### config.mk
export PLATFORM = sky130hd
export DESIGN_NAME = alu_cmd_dispatcher
export DESIGN_NICKNAME = d
export VERILOG_FILES = /design/src/rtl/alu_pkg.sv /design/src/rtl/alu_cmd_fifo.sv /design/src/rtl/alu_cmd_dispatcher.sv
export SDC_FILE = /design/constraint.sdc
export NUM_CORES = 1
export LEC_CHECK = 0
export BUFFER_PORTS_ARGS = -buffer_cell sky130_fd_sc_hd__buf_2
export CAP_MARGIN = 20
export CORE_AREA = 4 4 137 139
export DETAILED_ROUTE_END_ITERATION = 8
export DIE_AREA = 0 0 141 143
export PLACE_DENSITY = 0.78
export SLEW_MARGIN = 30
export SYNTH_ARGS = -nofsm -noshare
export SYNTH_HDL_FRONTEND = slang
export SYNTH_SLANG_ARGS = --single-unit
### constraint.sdc
create_clock -name clk -period 16.5 [get_ports clk]
set_input_delay 0 -clock clk [delete_from_list [all_inputs] [get_ports clk]]
set_output_delay 0 -clock clk [all_outputs]
set_load 0.1 [all_outputs]
### src/rtl/alu_pkg.sv
// Shared encodings for the ALU command path: unit selects, function codes, FSM states.
package alu_pkg;

  localparam int unsigned NUM_UNITS = 4;
  localparam int unsigned FUN_W     = 4;

  typedef enum logic [1:0] {
    ALU_ARITH = 2'b00,
    ALU_LOGIC = 2'b01,
    ALU_CMP   = 2'b10,
    ALU_SHIFT = 2'b11
  } alu_unit_e;

  localparam logic [1:0] SHIFT_SHR = 2'b00;
  localparam logic [1:0] SHIFT_SHL = 2'b01;

  localparam logic [FUN_W-1:0] FUN_RSV0 = 4'b1110;
  localparam logic [FUN_W-1:0] FUN_RSV1 = 4'b1111;

  typedef enum logic [1:0] {
    ST_IDLE  = 2'b00,
    ST_ISSUE = 2'b01,
    ST_WAIT  = 2'b10,
    ST_DONE  = 2'b11
  } state_e;

  function automatic logic is_reserved(input logic [FUN_W-1:0] fun);
    return (fun == FUN_RSV0) || (fun == FUN_RSV1);
  endfunction

  function automatic logic [NUM_UNITS-1:0] unit_onehot(input alu_unit_e unit);
    return NUM_UNITS'(1) << unit;
  endfunction

endpackage

### src/rtl/alu_cmd_fifo.sv
// Command FIFO: flop array with wrap-bit read/write pointers.
module alu_cmd_fifo #(
  parameter int unsigned WIDTH = 36,
  parameter int unsigned DEPTH = 4
) (
  input  logic             clk,
  input  logic             rst,
  input  logic             push,
  input  logic [WIDTH-1:0] din,
  input  logic             pop,
  output logic [WIDTH-1:0] dout,
  output logic             full,
  output logic             empty
);

  localparam int unsigned AW = $clog2(DEPTH);

  logic [AW:0]      wr_ptr_q, wr_ptr_d;
  logic [AW:0]      rd_ptr_q, rd_ptr_d;
  logic [WIDTH-1:0] mem_q [DEPTH];
  logic [WIDTH-1:0] mem_d [DEPTH];
  logic             do_push;
  logic             do_pop;

  assign full    = (wr_ptr_q[AW] != rd_ptr_q[AW]) && (wr_ptr_q[AW-1:0] == rd_ptr_q[AW-1:0]);
  assign empty   = (wr_ptr_q == rd_ptr_q);
  assign do_push = push & ~full;
  assign do_pop  = pop & ~empty;
  assign dout    = mem_q[rd_ptr_q[AW-1:0]];

  always_comb begin
    mem_d    = mem_q;
    wr_ptr_d = wr_ptr_q;
    rd_ptr_d = rd_ptr_q;
    if (do_push) begin
      mem_d[wr_ptr_q[AW-1:0]] = din;
      wr_ptr_d                = wr_ptr_q + (AW+1)'(1);
    end
    if (do_pop) begin
      rd_ptr_d = rd_ptr_q + (AW+1)'(1);
    end
  end

  always_ff @(posedge clk or posedge rst) begin
    if (rst) begin
      wr_ptr_q <= '0;
      rd_ptr_q <= '0;
      for (int i = 0; i < int'(DEPTH); i++) mem_q[i] <= '0;
    end else begin
      wr_ptr_q <= wr_ptr_d;
      rd_ptr_q <= rd_ptr_d;
      mem_q    <= mem_d;
    end
  end

endmodule

### src/rtl/alu_cmd_dispatcher.sv
// Buffers ALU commands, issues each to one execution unit for a single cycle,
// and returns the unit's result (or an error) through a valid/ready port.
module alu_cmd_dispatcher
  import alu_pkg::*;
#(
  parameter int unsigned DATA_WIDTH = 16,
  parameter int unsigned FIFO_DEPTH = 4,
  parameter int unsigned TIMEOUT    = 8
) (
  input  logic                              clk,
  input  logic                              rst,
  input  logic                              cmd_valid,
  output logic                              cmd_ready,
  input  logic [FUN_W-1:0]                  cmd_fun,
  input  logic [DATA_WIDTH-1:0]             cmd_a,
  input  logic [DATA_WIDTH-1:0]             cmd_b,
  output logic [DATA_WIDTH-1:0]             unit_in1,
  output logic [DATA_WIDTH-1:0]             unit_in2,
  output logic [1:0]                        unit_fun,
  output logic [NUM_UNITS-1:0]              unit_en,
  input  logic [NUM_UNITS*DATA_WIDTH-1:0]   unit_out,
  input  logic [NUM_UNITS-1:0]              unit_flag,
  output logic                              res_valid,
  input  logic                              res_ready,
  output logic [DATA_WIDTH-1:0]             res_data,
  output logic                              res_err
);

  localparam int unsigned FW    = 2*DATA_WIDTH + FUN_W;
  localparam int unsigned CNT_W = $clog2(TIMEOUT) + 1;

  logic [FW-1:0]         head;
  logic                  fifo_full;
  logic                  fifo_empty;
  logic                  pop;
  logic                  take;
  logic [FUN_W-1:0]      head_fun;
  logic [DATA_WIDTH-1:0] head_a;
  logic [DATA_WIDTH-1:0] head_b;
  logic [DATA_WIDTH-1:0] sel_out;

  state_e                state_q, state_d;
  alu_unit_e             sel_q, sel_d;
  logic [CNT_W-1:0]      cnt_q, cnt_d;
  logic [NUM_UNITS-1:0]  unit_en_q, unit_en_d;
  logic [1:0]            unit_fun_q, unit_fun_d;
  logic [DATA_WIDTH-1:0] in1_q, in1_d;
  logic [DATA_WIDTH-1:0] in2_q, in2_d;
  logic                  res_valid_q, res_valid_d;
  logic [DATA_WIDTH-1:0] res_data_q, res_data_d;
  logic                  res_err_q, res_err_d;

  alu_cmd_fifo #(
    .WIDTH (FW),
    .DEPTH (FIFO_DEPTH)
  ) u_fifo (
    .clk   (clk),
    .rst   (rst),
    .push  (cmd_valid & cmd_ready),
    .din   ({cmd_fun, cmd_a, cmd_b}),
    .pop   (pop),
    .dout  (head),
    .full  (fifo_full),
    .empty (fifo_empty)
  );

  assign cmd_ready                 = ~fifo_full;
  assign {head_fun, head_a, head_b} = head;
  assign sel_out                   = unit_out[32'(sel_q)*DATA_WIDTH +: DATA_WIDTH];

  assign unit_en   = unit_en_q;
  assign unit_fun  = unit_fun_q;
  assign unit_in1  = in1_q;
  assign unit_in2  = in2_q;
  assign res_valid = res_valid_q;
  assign res_data  = res_data_q;
  assign res_err   = res_err_q;

  // Next-state and output decode; 'take' pops the FIFO head from IDLE or right after a DONE handshake.
  always_comb begin
    state_d     = state_q;
    sel_d       = sel_q;
    cnt_d       = cnt_q;
    unit_en_d   = '0;
    unit_fun_d  = unit_fun_q;
    in1_d       = in1_q;
    in2_d       = in2_q;
    res_valid_d = res_valid_q;
    res_data_d  = res_data_q;
    res_err_d   = res_err_q;
    pop         = 1'b0;
    take        = 1'b0;

    case (state_q)
      ST_IDLE: take = ~fifo_empty;
      ST_ISSUE: begin
        state_d = ST_WAIT;
        cnt_d   = '0;
      end
      ST_WAIT: begin
        if (unit_flag[sel_q]) begin
          res_data_d  = sel_out;
          res_err_d   = 1'b0;
          res_valid_d = 1'b1;
          state_d     = ST_DONE;
        end else if (cnt_q == CNT_W'(TIMEOUT - 1)) begin
          res_data_d  = '0;
          res_err_d   = 1'b1;
          res_valid_d = 1'b1;
          state_d     = ST_DONE;
        end else begin
          cnt_d = cnt_q + CNT_W'(1);
        end
      end
      ST_DONE: begin
        if (res_ready) begin
          res_valid_d = 1'b0;
          state_d     = ST_IDLE;
          take        = ~fifo_empty;
        end
      end
      default: state_d = ST_IDLE;
    endcase

    if (take) begin
      pop        = 1'b1;
      in1_d      = head_a;
      in2_d      = head_b;
      unit_fun_d = head_fun[1:0];
      sel_d      = alu_unit_e'(head_fun[3:2]);
      if (is_reserved(head_fun)) begin
        res_data_d  = '0;
        res_err_d   = 1'b1;
        res_valid_d = 1'b1;
        state_d     = ST_DONE;
      end else begin
        unit_en_d = unit_onehot(alu_unit_e'(head_fun[3:2]));
        state_d   = ST_ISSUE;
      end
    end
  end

  always_ff @(posedge clk or posedge rst) begin
    if (rst) begin
      state_q     <= ST_IDLE;
      sel_q       <= ALU_ARITH;
      cnt_q       <= '0;
      unit_en_q   <= '0;
      unit_fun_q  <= '0;
      in1_q       <= '0;
      in2_q       <= '0;
      res_valid_q <= 1'b0;
      res_data_q  <= '0;
      res_err_q   <= 1'b0;
    end else begin
      state_q     <= state_d;
      sel_q       <= sel_d;
      cnt_q       <= cnt_d;
      unit_en_q   <= unit_en_d;
      unit_fun_q  <= unit_fun_d;
      in1_q       <= in1_d;
      in2_q       <= in2_d;
      res_valid_q <= res_valid_d;
      res_data_q  <= res_data_d;
      res_err_q   <= res_err_d;
    end
  end

endmodule
Word-level counts from Yosys, hierarchy flattened
Index checks and enable logic that the tools add are counted.
Widths: inputs -> output; s select.
- $add $sub $neg: 3
- order comparisons: 4
- equality and inequality tests: 13
- shifts and indexed selects: 2
- mux-type cells: 38
- bitwise logic cells: 7
- reductions and logical operators: 8
- operators by type and width (operator ; count):
    $bwmux 144 ; 1
    $mux 36 ; 3
    $mux 16 ; 5
    $bmux 36 s2 ; 1
    $demux 36 s2 ; 1
    $shiftx 64x7->16 ; 1
    $mux 4 ; 4
    $mux 1 ; 13
    $mux 2 ; 5
    $eq 4x4->1 const B ; 2
    $pmux 4 s2 ; 1
    $add 3x1->3 const B ; 2
    $ge 3x3->1 const B ; 2
    $not 2->3 ; 2
    $pmux 2 s3 ; 1
    $reduce_and 3->1 ; 2
    $add 4x1->4 const B ; 1
    $eq 2x2->1 const B ; 2
    $eq 4x3->1 const B ; 1
    $ne 2x2->1 const B ; 2
    $ne 4x4->1 const B ; 1
    $pmux 1 s2 ; 2
    $reduce_bool 4->1 ; 1
    $shl 1x2->4 const A ; 1
    14 further kinds ; 18
- register bits: 214
- input port bits: 108
- output and inout bits: 57
- word-level logic and storage cells: 91

Longest topological paths before layout
Gate-level depths: netlist of run 1.
- depth after elaboration: 8
- gate-level depth with buffers: 8
- depth with buffers taken out: 6

Hierarchy
Synthesis of run 1 repeated with hierarchy kept, for this count alone.
- cell total of the unflattened synthesis: 674
- area, all modules: 10206.0 µm²
- by module, submodules not included (module ; instances ; cells each ; area each (µm²) ; sequential area each (µm²)):
    alu_cmd_fifo ; 1 ; 393 ; 7196.9 ; 3753.6
    alu_cmd_dispatcher ; 1 ; 281 ; 3009.1 ; 1601.5

Worst setup path before layout of run 1
No wires, ideal clock.
- path kind: reg-to-reg
- from: register state_q[0]
- to: register res_data_q[10] (netlist: res_data[10])
- library setup time: 0.124 ns
- arrival time: 1.913 ns
- slack: 14.463 ns
- stages on the path, launching flop included: 8
- period minus slack after synthesis: 2.037 ns
- cell sequence: dfrtp_1 -> inv_1 -> ha_1 -> a311oi_2 -> and4_1 -> buf_2 -> buf_2 -> a21oi_1
- word-level cells in the longest chain between the ends: 4
- ends and longest elaborated chain (what ; line ; RTL):
    start, declared ; alu_cmd_dispatcher.sv:42 ; state_e state_q, state_d;
    start signal, assigned ; alu_cmd_dispatcher.sv:156 ; state_q <= state_d;
    $eq 2x2->1 ; alu_cmd_dispatcher.sv:94 ; case (state_q)
    $mux 16 ; alu_cmd_dispatcher.sv:94 ;
    $mux 16 ; alu_cmd_dispatcher.sv:131 ; if (is_reserved(head_fun)) begin
    $mux 16 * ; alu_cmd_dispatcher.sv:125 ; if (take) begin
    via res_data_d[10] ; alu_cmd_dispatcher.sv:50 ; logic [DATA_WIDTH-1:0] res_data_q, res_data_d;
    end signal, assigned ; alu_cmd_dispatcher.sv:164 ; res_data_q <= res_data_d;
    end, declared ; alu_cmd_dispatcher.sv:50 ;
Mark *: on every way through the listed nets, which the timed path passes. The rest lies on a longest branch.
A chain may end at the register's enable or synchronous reset.

Worst setup path after layout of run 1
- from: register state_q[0]
- to: register state_q[1]
- word-level cells in the longest chain between the ends: 4
- ends and longest elaborated chain (what ; line):
    $eq 2x2->1 or $logic_not 2->1 (tied branches) ; alu_cmd_dispatcher.sv:94
    $pmux 1 s2 ; alu_cmd_dispatcher.sv:94
    $ne 4x4->1 (no line) (tied with other cells) ; -
    $reduce_and 3->1 (no line) ; -
Several ways; a longest one is shown, not always the timed one.

==> results of run 1 <==
-- flip-flops by register name, indices dropped and copies added, names as in the netlist --
signal / flops
unit_en: 4
cnt_q: 4
unit_in1: 16
unit_in2: 16
unit_fun: 2
res_valid: 1
res_data: 16
u_fifo.mem_q: 144
res_err: 1
u_fifo.wr_ptr_q: 3
u_fifo.rd_ptr_q: 3
sel_q: 2
state_q: 2
-- worst max-delay path: stages, from the launching register on --
cell and delay (ns):
dfrtp_1 0.38, inv_1 0.09, ha_1 0.40, a311oi_4 0.73, and4_1 0.76, o32a_1 0.24
-- per-layer routing --
metal | up-vias | part of all wire, % | global-route usage (%) | wire length, um
li1 | 2703 | - | - | -
met1 | 3089 | 41 | 26.0 | 8520
met2 | 180 | 52 | 38.5 | 10900
met3 | 31 | 5.5 | 3.88 | 1150
met4 | 0 | 1.7 | 5.30 | 366
met5 | - | 0 | 0 | 0
-- kinds of logic (layout without fill, tap and decap cells) --
family                     count (synthesis)  in the layout  synth area share (%)
adders and majority gates                 10             10                  1.31
buffers and inverters                     43            264                  2.10
and+or+nand+nor                           69             69                  3.64
AOI/OAI and AO/OA                         35             35                  2.39
muxes                                    233            233                  33.7
xor gates and xnor gates                   8              8                 0.734
DFF                                      214            214                  56.1
-- layout make-up --
| type | count | area [um2] | share of cell area [%] |
|---|---|---|---|
| Timing Repair Buffer | 217 | 1340 | 11.4 |
| Clock buffer | 31 | 666 | 5.63 |
| Multi-Input combinational cell | 355 | 4030 | 34.1 |
| Inverter | 8 | 42.5 | 0.360 |
| Clock inverter | 8 | 92.6 | 0.783 |
| Sequential cell | 214 | 5360 | 45.3 |
| Tap cell | 229 | 287 | 2.42 |
-- worst min path at each step --
stage                       from               to  slack (ns)  cells after the start
CTS                 unit_out[39]      res_data[7]      0.0007                      4
global route        unit_out[44]     res_data[12]       0.007                      4
detailed placement           rst     res_data[15]        0.28                      2
global placement             rst      res_data[1]        0.25                      2
finish              unit_out[11]     res_data[11]        0.01                      4
floorplan               cmd_b[0]  u_fifo.mem_q[0]        0.15                      1
-- per-stage QoR --
| step | std cells | utilization [%] | setup slack, ns |
|---|---|---|---|
| 3_5_place_dp | 975 | 59.9 | 13.81 |
| 2_1_floorplan | 612 | - | 10.65 |
| 6_report | 1062 | 66.9 | 13.82 |
| 5_1_grt | 1062 | 66.9 | 13.62 |
| 4_1_cts | 1059 | 66.7 | 13.77 |
| 3_3_place_gp | 975 | 59.8 | 13.93 |
-- Yosys cell counts (all sizes together) (3+ instances only) --
cell type | n | area [um2]
dfrtp | 214 | 5360
mux2 | 180 | 2030
mux4 | 53 | 1190
buf | 28 | 144
nand2 | 26 | 97.6
nand3 | 21 | 105
a21oi | 19 | 95.1
ha | 10 | 125
inv | 8 | 30.0
clkbuf | 7 | 26.3
nor2 | 6 | 22.5
xnor2 | 6 | 52.6
nand2b | 3 | 18.8
==> impl_metrics.ini, run 1 <==
[critical_path]
r2r_slack_ns = 13.82
critPathKind = reg -> reg
arrival_ns = 3.10
worst_setup_path_start_kind = flop
crit_fanout = 19
r2r-end = state_q[1]
worstSetupEndpoint = state_q[1]
crit-reg2reg-launch = state_q[0]
cp-startpoint = state_q[0]
setup.worst_path.end_class = flop
crit_required_ns = 16.92
rr_worst_depth = 5

[timing]
hold_ws_ns = 0.0147
rsz0062_at_grt = false
hold_violations = 0
slew_headroom_pct = 43.0
setup_viol = 0
fin_crit_sh_pct = 16.2
fmax_ghz = 0.373
min_period_ns = 2.68
worstMarginPinSlew_ns = 0.855
finalSetupTns_ns = 0
report.final.slew_viol_count = 0
clock_skew_ns = 0.0112

[final_layout]
fin_nets = 936
syn2layout_area_growth_pct = 23.8
fillers = 1220
n_antenna_cell = 0
layout_common_cells = dfrtp_1, mux2_2, buf_2
final_cell_area_um2 = 11800
mostFrequentLayoutCell = dfrtp_1
final_layout_size_suffix_gt1_share_pct = 54.1

[cts]
h-tree-depth = 1
ctsLongestPathBuffers = 3
hold_buffers = 45
numCtsBuffers = 22
clk_latency_ns = 0.49
cts_tree = done
path_clk_slew_ns = 0.06
post_cts_buffers = 0
cts-root-buf = clkbuf_16
cts_sinks = 214
cts_resized = 0

[routing]
post_drt_wl_per_cell_um = 19.7
detail-route-antenna-nets = 0
vias_per_cell = 5.65
wirelength_um = 20900
dr.pass1.iters = 4
drc = 0
num_vias = 6003
drt-initial-drc-count = 274

[placed_design]
numPortBuffers = 164
dpl.hpwl_um = 13600
place_area_um2 = 10600
gp_congestion = 0.934

[synth]
synthArstFlopShare_pct = 100
syn-num-nets = 730
ys_ff_latch = 214
ys_types = 40
seq_area_frac_synth_pct = 56.1
synthFlopType = dfrtp_1
synth_edf_count = 0
yosysWarnings = 0
syn_avg_cell_area_um2 = 15.6
synthCells = 612
netlist_area_um2 = 9550

[grt]
antenna_found_initial = 0
grt_max_degree = 140
grt_pass1_wl_um = 34200
grt_pass1_vias = 6646
track_usage_pct = 21.1
grt_overflow = 0

[floorplan]
start_util_pct = 54.1
core_um2 = 17700
ios = 165
fp.dieW_um = 141
rows = 49
die-area_um2 = 20200
die_h_um = 143

[run_status]
status = finished clean

[flow_run]
drv_cap = 0

[hold_path]
hold_path_class = in -> reg
Power of run 1 is not shown: default switching activity piles up to over one toggle a cycle in this logic, so the estimate is an artifact.
==> inputs of run 2 (changes only) <==
--- a/config.mk
+++ b/config.mk
@@ -5,12 +5,13 @@
 export SDC_FILE = /design/constraint.sdc
 export NUM_CORES = 1
 export LEC_CHECK = 0
+export ABC_AREA = 1
 export BUFFER_PORTS_ARGS = -buffer_cell sky130_fd_sc_hd__buf_2
 export CAP_MARGIN = 20
-export CORE_AREA = 4 4 137 139
+export CORE_AREA = 4 4 141 143
 export DETAILED_ROUTE_END_ITERATION = 8
-export DIE_AREA = 0 0 141 143
-export PLACE_DENSITY = 0.78
+export DIE_AREA = 0 0 145 147
+export PLACE_DENSITY = 0.77
 export SLEW_MARGIN = 30
 export SYNTH_ARGS = -nofsm -noshare
 export SYNTH_HDL_FRONTEND = slang
==> constraint.sdc (replaced) <==
create_clock -name clk -period 2.5 [get_ports clk]
set_input_delay 0 -clock clk [delete_from_list [all_inputs] [get_ports clk]]
set_output_delay 0 -clock clk [all_outputs]
set_load 0.1 [all_outputs]
==> run 2 against run 1 <==
  * Worst hold slack improved by 0.0075 ns
  * First-iteration DRC count grew 92%
  * Largest cell class unchanged
  * Utilization fell by 0.87 points
  * Global-route usage increased by 1.5 points
==> impl_metrics.ini, run 2 <==
[routing]
dr.pass1.iters = 5
drc = 0
post_drt_wl_per_cell_um = 14.8
detail-route-antenna-nets = 0
vias_per_cell = 5.26
drt-initial-drc-count = 527
num_vias = 8545
wirelength_um = 24100

[critical_path]
r2r_slack_ns = 0.41
rr_worst_depth = 6
crit-reg2reg-launch = u_fifo.wr_ptr_q[0]
r2r-end = u_fifo.mem_q[117]
arrival_ns = 2.46
crit_fanout = 72
crit_required_ns = 2.87
critPathKind = reg -> reg
worst_setup_path_start_kind = flop
setup.worst_path.end_class = flop

[cts]
clk_latency_ns = 0.50
cts-root-buf = clkbuf_16
numCtsBuffers = 23
cts_tree = done
ctsLongestPathBuffers = 3
path_clk_slew_ns = 0.06
cts_sinks = 214
post_cts_buffers = 0
h-tree-depth = 1

[timing]
min_period_ns = 2.09
report.final.slew_viol_count = 0
clock_skew_ns = 0.0118
hold_violations = 0
setup_viol = 0
fin_crit_sh_pct = 83.6
worstMarginPinSlew_ns = 0.782
rsz0062_at_grt = false
slew_headroom_pct = 47.8
fmax_ghz = 0.478
hold_ws_ns = 0.0222

[synth]
yosysTopAreaCellShare_pct = 53.3
synthFlopType = dfrtp_1
ys_ff_latch = 214
synth_area_leaders = dfrtp_1, nand2_1, o21ai_0
synthArstFlopShare_pct = 100
syn-num-nets = 1290
netlist_area_um2 = 10000
yosysWarnings = 0
seq_area_frac_synth_pct = 53.3
ys_types = 32
syn_avg_cell_area_um2 = 8.57
synth_edf_count = 0
synth_area_leader_cell = dfrtp_1
synthTopCellsByCount = nand2_1, dfrtp_1, nor2_1, o21ai_0, inv_1
synthCells = 1172
yosysMostFrequentCell = nand2_1

[final_layout]
syn2layout_area_growth_pct = 22.3
final_cell_area_um2 = 12300
fillers = 1499
largest-register = u_fifo.mem_q
largest_register_ffs = 144
n_antenna_cell = 0
stdcell_count = 1623
post-route-util_pct = 66.1
fin_nets = 1493
mostFrequentLayoutCell = nand2_1
final_layout_size_suffix_gt1_share_pct = 19.9
layout_common_cells = nand2_1, dfrtp_1, nor2_1

[power_and_ir_drop]
p_total_w = 0.0192
p_sw_share_pct = 49.7
combPwrFrac_pct = 52.3
power.density_nw_per_um2 = 1570
p_leak_nw = 6.14
p_switching_w = 0.00955
p_seq_share_pct = 31.1
p_int_w = 0.00968
p_clk_share_pct = 16.6
worst_ir_drop_vdd_uv = 1040

[placed_design]
place_inst = 1516
place_area_um2 = 10900
gp_congestion = 0.835
numPortBuffers = 164
dpl.hpwl_um = 14800

[grt]
track_usage_pct = 22.5
grt_pass1_wl_um = 40600
grt_max_degree = 73
grt_overflow = 0
antenna_found_initial = 0
grt_pass1_vias = 8278

[hold_path]
hold_end = res_data[2]
hold_path_class = in -> reg
worstHoldStart = unit_out[50]
whs_path_depth = 7

[floorplan]
ios = 165
fp.dieW_um = 145
die_h_um = 147
core_um2 = 18600
start_util_pct = 54.0
die-area_um2 = 21300
rows = 50

[flow_run]
drv_cap = 0

[run_status]
status = finished clean
## run 2: cell types whose count changed in the layout (fill, tap and decap cells not counted), moves of 9 or more
cell,delta
mux4_2,-53
o21ai_0,+165
a21oi_1,+14
a22oi_1,+15
nand2_1,+263
nor2_1,+170
dlygate4sd3_1,+20
inv_1,+59
o21ai_2,+34
buf_4,+11
o21ai_1,+20
mux2_2,-179
nand3_1,-9
a31oi_1,+29
## run 2: how the worst max path moves through the flow
| stage | startpoint | end | slack, ns | cells after the start |
|---|---|---|---|---|
| finish | u_fifo.wr_ptr_q[0] | u_fifo.mem_q[117] | 0.41 | 6 |
| global route | u_fifo.wr_ptr_q[0] | u_fifo.mem_q[117] | 0.18 | 6 |
| CTS | u_fifo.wr_ptr_q[0] | u_fifo.mem_q[117] | 0.41 | 6 |
| detailed placement | u_fifo.wr_ptr_q[0] | u_fifo.mem_q[103] | 0.42 | 6 |
| global placement | u_fifo.rd_ptr_q[0] | res_data[11] | 0.54 | 9 |
| floorplan | rst | cnt_q[0] | -0.28 | 1 |
## run 2: area by class of cell
type                            count  area (um2)  share of cell area (%)
Tap cell                          234         293                    2.38
Timing Repair Buffer              252        1730                    14.1
Sequential cell                   214        5360                    43.6
Clock inverter                      3        18.8                   0.153
Inverter                           75         285                    2.32
Clock buffer                       36         694                    5.66
Multi-Input combinational cell    809        3900                    31.8
## run 2: through the flow
stage	worst slack, ns	TNS, ns
after global placement	0.537	0
after floorplan	-0.284	-60.81
after CTS	0.413	0
after global routing	0.178	0
final	0.410	0
after detailed placement	0.424	0
## run 2: cells by family after synthesis
family / Yosys count / share of synthesized area, %
simple gates: 486 / 19.4
compound gates: 306 / 17.6
flops: 214 / 53.3
buf+inv: 149 / 7.83
fa+ha+maj: 10 / 1.25
xor+xnor: 6 / 0.523
mux: 1 / 0.112
## run 2: power groups by stage
stage          clock [W]  combinational [W]  sequential, W
4_1_cts          0.00326             0.0101        0.00596
3_3_place_gp           0            0.00958        0.00595
2_1_floorplan          0            0.00519        0.00891
6_report         0.00319             0.0101        0.00597
5_1_grt          0.00342             0.0110        0.00617
3_5_place_dp           0            0.00981        0.00599
## run 2: what timing repair did
action / CTS / global route
hold buffers: 68 / 0
gates resized for setup: 0 / 0
endpoints found under the hold margin: 191 / 0
endpoints found under the setup margin: 0 / 0
## run 2: layer usage
| layer | global-route usage (%) | routed length, um |
|---|---|---|
| met5 | 0 | 0 |
| met1 | 29.9 | 10400 |
| met4 | 6.27 | 500 |
| met2 | 38.7 | 11700 |
| met3 | 3.70 | 1490 |
## run 2: worst max-delay path, stage by stage, from the launching register on
cell	delay, ns
dfrtp_1	0.42
inv_2	0.08
nand2_1	0.08
nand2_2	0.08
nand4_4	0.19
nand3_4	0.59
o21ai_0	0.49
Power figures use the tool's default switching activity.
